`config.mk`:
```
export PLATFORM = sky130hd
export DESIGN_NAME = dbi_bus_arbiter_flat
export DESIGN_NICKNAME = d
export VERILOG_FILES = /design/src/rtl/dbi_bus_arbiter_if.sv /design/src/rtl/dbi_bus_arbiter.sv /design/src/flat_wrapper.sv
export SDC_FILE = /design/constraint.sdc
export NUM_CORES = 1
export LEC_CHECK = 0
export ABC_AREA = 1
export BUFFER_PORTS_ARGS = -buffer_cell sky130_fd_sc_hd__buf_2
export CAP_MARGIN = 20
export CORE_ASPECT_RATIO = 0.7
export CORE_UTILIZATION = 54
export CTS_BUF_LIST = sky130_fd_sc_hd__clkbuf_8
export DETAILED_ROUTE_END_ITERATION = 8
export PLACE_DENSITY_LB_ADDON = 0.05
export SLEW_MARGIN = 25
export SYNTH_ARGS = -nofsm -noshare
export SYNTH_HDL_FRONTEND = slang
export SYNTH_SLANG_ARGS = --single-unit
```
`constraint.sdc`:
```
create_clock -name clk -period 6.13 [get_ports clk]
set_input_delay 1.226 -clock clk [delete_from_list [all_inputs] [get_ports clk]]
set_output_delay 1.226 -clock clk [all_outputs]
set_load 0.02 [all_outputs]
```
`src/rtl/dbi_bus_arbiter_if.sv`:
```
// Requester-side and bus-side handshake bundle for the DBI bus arbiter.
// slave = arbiter, master = the requesters plus the downstream bus consumer.
interface dbi_bus_arbiter_if #(
  parameter int BW   = 16,
  parameter int NREQ = 4,
  parameter int IDW  = 2
);
  logic [NREQ-1:0]    req_valid;
  logic [NREQ*BW-1:0] req_data;
  logic [NREQ-1:0]    req_ready;
  logic [BW:0]        bus_data;
  logic               bus_valid;
  logic [IDW-1:0]     bus_id;
  logic               bus_ready;

  modport master (
    output req_valid, req_data, bus_ready,
    input  req_ready, bus_data, bus_valid, bus_id
  );

  modport slave (
    input  req_valid, req_data, bus_ready,
    output req_ready, bus_data, bus_valid, bus_id
  );
endinterface

```
`src/rtl/dbi_bus_arbiter.sv`:
```
// Round-robin, burst-bounded arbiter sharing one DBI-AC encoded bus; 1 cycle to arbitrate,
// accepted word appears on the bus the next cycle; stalls requesters while a held word is not taken.
module dbi_bus_arbiter #(
  parameter int BW   = 16,
  parameter int NREQ = 4,
  parameter int IDW  = 2
) (
  input  logic                 clk,
  input  logic                 reset,
  input  logic                 dbi_en,
  input  logic [3:0]           burst_len,
  dbi_bus_arbiter_if.slave     bus,
  output logic [15:0]          inv_count
);
  localparam int CW = $clog2(BW + 1);

  typedef enum logic {IDLE, XFER} state_t;

  state_t          state_q, state_d;
  logic [IDW-1:0]  rr_ptr_q, rr_ptr_d;
  logic [IDW-1:0]  grant_q, grant_d;
  logic [4:0]      burst_cnt_q, burst_cnt_d;
  logic [BW-1:0]   last_word_q, last_word_d;
  logic [BW:0]     bus_data_q, bus_data_d;
  logic            bus_valid_q, bus_valid_d;
  logic [IDW-1:0]  bus_id_q, bus_id_d;
  logic [15:0]     inv_count_q, inv_count_d;

  logic            slot_free, grant_vld, accept, last_acc, rel, any_req, found, flip;
  logic [4:0]      burst_lim;
  logic [IDW-1:0]  pick, idx;
  logic [BW-1:0]   acc_word;
  logic [CW-1:0]   diff;
  logic [BW:0]     enc_word;

  assign any_req   = |bus.req_valid;
  assign slot_free = !bus_valid_q || bus.bus_ready;
  assign grant_vld = bus.req_valid[grant_q];
  assign accept    = (state_q == XFER) && grant_vld && slot_free;
  assign burst_lim = (burst_len == 4'd0) ? 5'd16 : {1'b0, burst_len};
  assign last_acc  = accept && ((burst_cnt_q + 5'd1) == burst_lim);
  assign rel       = (state_q == XFER) && (last_acc || (slot_free && !grant_vld));
  assign acc_word  = bus.req_data[grant_q*BW +: BW];

  // First valid requester at or after rr_ptr, wrapping modulo NREQ.
  always_comb begin
    pick  = rr_ptr_q;
    found = 1'b0;
    idx   = '0;
    for (int k = 0; k < NREQ; k++) begin
      idx = rr_ptr_q + IDW'(k);
      if (!found && bus.req_valid[idx]) begin
        pick  = idx;
        found = 1'b1;
      end
    end
  end

  // Toggle count is measured against the payload actually driven last time.
  always_comb begin
    diff = '0;
    for (int i = 0; i < BW; i++) begin
      diff = diff + CW'(acc_word[i] ^ last_word_q[i]);
    end
    flip     = dbi_en && (diff > CW'(BW / 2));
    enc_word = flip ? {1'b1, ~acc_word} : {1'b0, acc_word};
  end

  always_ff @(posedge clk) begin
    if (reset) begin
      state_q <= IDLE;
    end else begin
      state_q <= state_d;
    end
  end

  always_comb begin
    state_d = state_q;
    case (state_q)
      IDLE:    if (any_req) state_d = XFER;
      XFER:    if (rel)     state_d = IDLE;
      default:              state_d = IDLE;
    endcase
  end

  always_comb begin
    bus.req_ready = '0;
    if (state_q == XFER) begin
      bus.req_ready[grant_q] = slot_free;
    end
  end

  always_comb begin
    grant_d     = grant_q;
    rr_ptr_d    = rr_ptr_q;
    burst_cnt_d = burst_cnt_q;
    if (state_q == IDLE && any_req) begin
      grant_d     = pick;
      burst_cnt_d = 5'd0;
    end
    if (accept) burst_cnt_d = burst_cnt_q + 5'd1;
    if (rel)    rr_ptr_d    = grant_q + IDW'(1);

    bus_valid_d = accept ? 1'b1 : (bus.bus_ready ? 1'b0 : bus_valid_q);
    bus_data_d  = accept ? enc_word : bus_data_q;
    bus_id_d    = accept ? grant_q : bus_id_q;
    last_word_d = accept ? enc_word[BW-1:0] : last_word_q;
    inv_count_d = inv_count_q;
    if (accept && flip && inv_count_q != 16'hFFFF) inv_count_d = inv_count_q + 16'd1;
  end

  always_ff @(posedge clk) begin
    if (reset) begin
      rr_ptr_q    <= '0;
      grant_q     <= '0;
      burst_cnt_q <= '0;
      last_word_q <= '0;
      bus_data_q  <= '0;
      bus_valid_q <= 1'b0;
      bus_id_q    <= '0;
      inv_count_q <= '0;
    end else begin
      rr_ptr_q    <= rr_ptr_d;
      grant_q     <= grant_d;
      burst_cnt_q <= burst_cnt_d;
      last_word_q <= last_word_d;
      bus_data_q  <= bus_data_d;
      bus_valid_q <= bus_valid_d;
      bus_id_q    <= bus_id_d;
      inv_count_q <= inv_count_d;
    end
  end

  assign bus.bus_data  = bus_data_q;
  assign bus.bus_valid = bus_valid_q;
  assign bus.bus_id    = bus_id_q;
  assign inv_count     = inv_count_q;
endmodule

```
`src/flat_wrapper.sv`:
```
// flat-port wrapper written by rule: the top's interface ports become plain ports
module dbi_bus_arbiter_flat 
#(
  parameter int BW   = 16,
  parameter int NREQ = 4,
  parameter int IDW  = 2
)
  (clk, reset, dbi_en, burst_len, inv_count, bus_req_valid, bus_req_data, bus_bus_ready, bus_req_ready, bus_bus_data, bus_bus_valid, bus_bus_id);
  dbi_bus_arbiter_if #(.BW(BW), .NREQ(NREQ), .IDW(IDW)) bus_i ();
  input  logic clk;
  input  logic reset;
  input  logic dbi_en;
  input  logic [3:0] burst_len;
  output logic [15:0] inv_count;
  input wire logic [$bits(bus_i.req_valid)-1:0] bus_req_valid;
  input wire logic [$bits(bus_i.req_data)-1:0] bus_req_data;
  input wire logic [$bits(bus_i.bus_ready)-1:0] bus_bus_ready;
  output wire logic [$bits(bus_i.req_ready)-1:0] bus_req_ready;
  output wire logic [$bits(bus_i.bus_data)-1:0] bus_bus_data;
  output wire logic [$bits(bus_i.bus_valid)-1:0] bus_bus_valid;
  output wire logic [$bits(bus_i.bus_id)-1:0] bus_bus_id;
  assign bus_i.req_valid = bus_req_valid;
  assign bus_i.req_data = bus_req_data;
  assign bus_i.bus_ready = bus_bus_ready;
  assign bus_req_ready = bus_i.req_ready;
  assign bus_bus_data = bus_i.bus_data;
  assign bus_bus_valid = bus_i.bus_valid;
  assign bus_bus_id = bus_i.bus_id;
  dbi_bus_arbiter #(.BW(BW), .NREQ(NREQ), .IDW(IDW)) u_core (.clk(clk), .reset(reset), .dbi_en(dbi_en), .burst_len(burst_len), .bus(bus_i), .inv_count(inv_count));
endmodule
```
==> results.txt <==
DIE AREA = 7317 um2
part of the Yosys area used for sequential elements = 24.45%
pre-CTS WS = 0.1135 ns
predominant post-synthesis flop cell = dfxtp_1
grt met3 use = 4.390%
Clock Latency Late Sink = 0.32 ns
CP bufs+invs = 8
clk buf depth = 2
Final Slew Violations = 0
WL per Instance = 13.23 um
EDFF count, synth = 0
fmax = 175.7 MHz
Reg2Reg Setup Slack = 0.46 ns
critical path cell sequence = buf_2 -> o21ai_0 -> o22a_1 -> xor2_1 -> fa_1 -> inv_1 -> fa_1 -> fa_1 -> inv_1 -> fa_1 -> inv_1 -> ha_1 -> inv_1 -> fa_1 -> inv_1 -> nor2_1 -> o21ai_0 -> nand3_1 -> nand2_1 -> nand2_4 -> clkinv_2 -> buf_6 -> nand3_1 -> a21oi_1
Top delay family on crit path = adder cells
Antenna Violating Nets Remaining = 0
worst vdd ir = 656.2 uV
RSZ-0062 raised after global routing = no
MaxCap Viol Count = 0
CTS tree = yes
fillcell total = 650
utilization after layout = 66.61%
flops & latches, synth = 46
Die H = 71.87 um
Relative slew margins = 61.57%
busiest grt layer = met2
via count = 4,119
post-route setup slack = 0.4399 ns
Critical Path End Type = flip-flop
setup bufs post-CTS = 0
# hold bufs at CTS = 0
met2 Usage GRT = 51.80%
largest net degree at the start of global routing = 38
Clock Tree Root = clkbuf_8
Worst-Margin Slew = 0.5759 ns
initial DRC count = 157
syn nets = 678
proportion of layout cells with a drive suffix above 1 = 21.03%
Clock Power Share = 9.3%
post-DP HPWL = 7.500 mm
clock skew = 0.01423 ns
worst path required time = 6.36 ns
Flop pwr share = 12.7%
Syn Inst Count = 581
switching part of the total power = 53.88%
Port Buf Inserts = 115
Starting Density = 55.74%
Core Area = 6756 um2
Pre-Repair DR Iteration Count = 7
H-tree depth = 2
post-synth cell types = 32
Worst EP arrival = 5.92 ns
Synth Warn # = 0
Hold Vio Cnt, Final = 0
grt total ovfl = 0
critical path launch point type = input pin
Setup CP Type = input pin to flip-flop
Sum Neg Setup Slack = 0 ns
Antenna Cells = 0
final setup violation count = 0
nets = 776
vias in the first global route = 3,821
GPL Wtd Cong = 0.8901
DRC Markers = 0
max incr delay on CP = 0.55 ns
NetSw = 1628 uW
CP max FO = 28
Leak Pwr = 0.002139 uW
PD cells = 671.4 nW/um2
antenna violations before repair = 0
Die X = 101.8 um
mapped cell area = 3766 um2
GR Util All Layers = 29.60%
ys async rst share = 0%
Clock transition at path regs = 0.10 ns
Sink Count = 46
Area growth, synth to finish = 19.50%
IO Count = 116
syn_area_per_cell = 6.482 um2
post-layout minimum cycle time = 5.690 ns
total power = 3022 uW
CTS buffer count = 5
Int Power = 1394 uW
outcome = finished clean
Final period util = 92.82%
met1 GRT Util = 37.84%
vias per cell = 5.322
first-pass GRT wire length = 17.24 mm
FP Rows = 25
Slowest cell on crit path = fa_1
PostCTS Resize Cnt = 0
final WL = 10.24 mm
combinational share of power = 78.0%
Hold Path Class = flip-flop to flip-flop
cells in the mapped netlist (2+ instances only):
library cell	number	share of area, %
o22a_1	4	0.93
buf_2	4	0.53
nand2_1	173	17
clkbuf_1	19	1.9
nand2_2	2	0.33
nor2_4	2	0.60
inv_1	46	4.6
ha_1	11	3.7
fa_1	10	5.3
xor2_1	15	3.5
nand3_1	44	5.8
nor3_1	2	0.27
buf_6	4	1.2
inv_2	2	0.20
a32o_1	12	3.2
nand3_4	2	0.93
xnor2_1	16	3.7
nand3b_1	2	0.40
nand4_1	4	0.66
nor2_1	59	5.9
a21oi_1	45	6.0
nand3_2	2	0.53
dfxtp_1	46	24
o21ai_0	46	6.1
and2_1	2	0.33
layout by cell type, fill, tap and decap left out, types with 4 or more instances in the layout:
master / instances
fa_1: 10
o21ai_0: 46
nor2_1: 59
buf_2: 115
xor2_1: 15
inv_1: 46
o22a_1: 4
nand2_1: 173
a32o_1: 12
clkbuf_8: 5
a21oi_1: 45
dfxtp_1: 45
ha_1: 11
nand3_1: 44
xnor2_1: 16
nand4_1: 4
path summary, 6_finish.rpt:
check | cells past startpoint | end | startpoint
worst max-delay path | 24 | u_core.inv_count[8] | bus_req_data[47]
worst min-delay path | 2 | u_core.bus.bus_data[16] | u_core.bus.bus_data[16]
worst max register to register | 24 | u_core.inv_count[8] | u_core.grant_q[1]
worst min register to register | 2 | u_core.bus.bus_data[16] | u_core.bus.bus_data[16]
flip-flops by register name, indices dropped and copies added (netlist names):
register	count
u_core.burst_cnt_q	5
u_core.bus.bus_data	17
u_core.bus.bus_id	2
u_core.bus.bus_valid	1
u_core.grant_q	2
u_core.inv_count	16
u_core.rr_ptr_q	2
u_core.state_q	1
per-layer routing:
metal  part of all wire [%]  up-vias  wire length, um
met2                     48      108             4947
met4                    1.7        0              169
met3                    4.5       20              463
met5                      0        -                0
met1                     45     1909             4658
li1                       -     2082                -
cell families (layout without fill, tap and decap cells):
family / after synthesis / count (layout) / share of synthesized area (%)
and+or+nand+nor: 298 / 298 / 34.22
DFF: 46 / 46 / 24.45
buffers and inverters: 77 / 176 / 8.771
xor gates and xnor gates: 31 / 31 / 7.209
AOI/OAI and AO/OA: 108 / 108 / 16.38
adders and majority gates: 21 / 21 / 8.970
worst reg2reg max path, cell delays in order, from the launching register on:
cell,delay [ns]
dfxtp_1,0.43
inv_2,0.46
o21ai_0,0.19
o22a_1,0.24
xor2_1,0.20
fa_1,0.55
inv_1,0.06
fa_1,0.51
fa_1,0.55
inv_1,0.06
fa_1,0.52
inv_1,0.04
ha_1,0.20
inv_1,0.07
fa_1,0.40
inv_1,0.06
nor2_1,0.03
o21ai_0,0.07
nand3_1,0.12
nand2_1,0.17
nand2_4,0.06
clkinv_2,0.09
buf_6,0.25
nand3_1,0.11
a21oi_1,0.15
stage by stage:
| stage | instances | hold slack, ns | cell area, um2 |
|---|---|---|---|
| 4_1_cts | 774 | 0.4713 | 4496 |
| 5_1_grt | 774 | 0.4912 | 4501 |
| 3_5_place_dp | 766 | 0.4560 | 4358 |
| 3_3_place_gp | 766 | 0.4526 | 4358 |
| 2_1_floorplan | 581 | 0.4526 | 3766 |
| 6_report | 774 | 0.4692 | 4501 |
power groups by stage:
stage | combinational [uW] | sequential [uW] | clock, uW
floorplan | 1870 | 404 | 0
global placement | 2220 | 389 | 0
detailed placement | 2280 | 390 | 0
CTS | 2350 | 383 | 283
global route | 2840 | 390 | 294
finish | 2360 | 384 | 281
cell type report:
cell class | count | area [um2] | area share [%]
Tap cell | 94 | 117.6 | 2.613
Inverter | 50 | 193.9 | 4.309
Clock inverter | 3 | 68.82 | 1.529
Sequential cell | 46 | 922.1 | 20.49
Multi-Input combinational cell | 458 | 2515 | 55.88
Clock buffer | 5 | 68.82 | 1.529
Timing Repair Buffer | 118 | 614.3 | 13.65
Power figures use the tool's default switching activity.
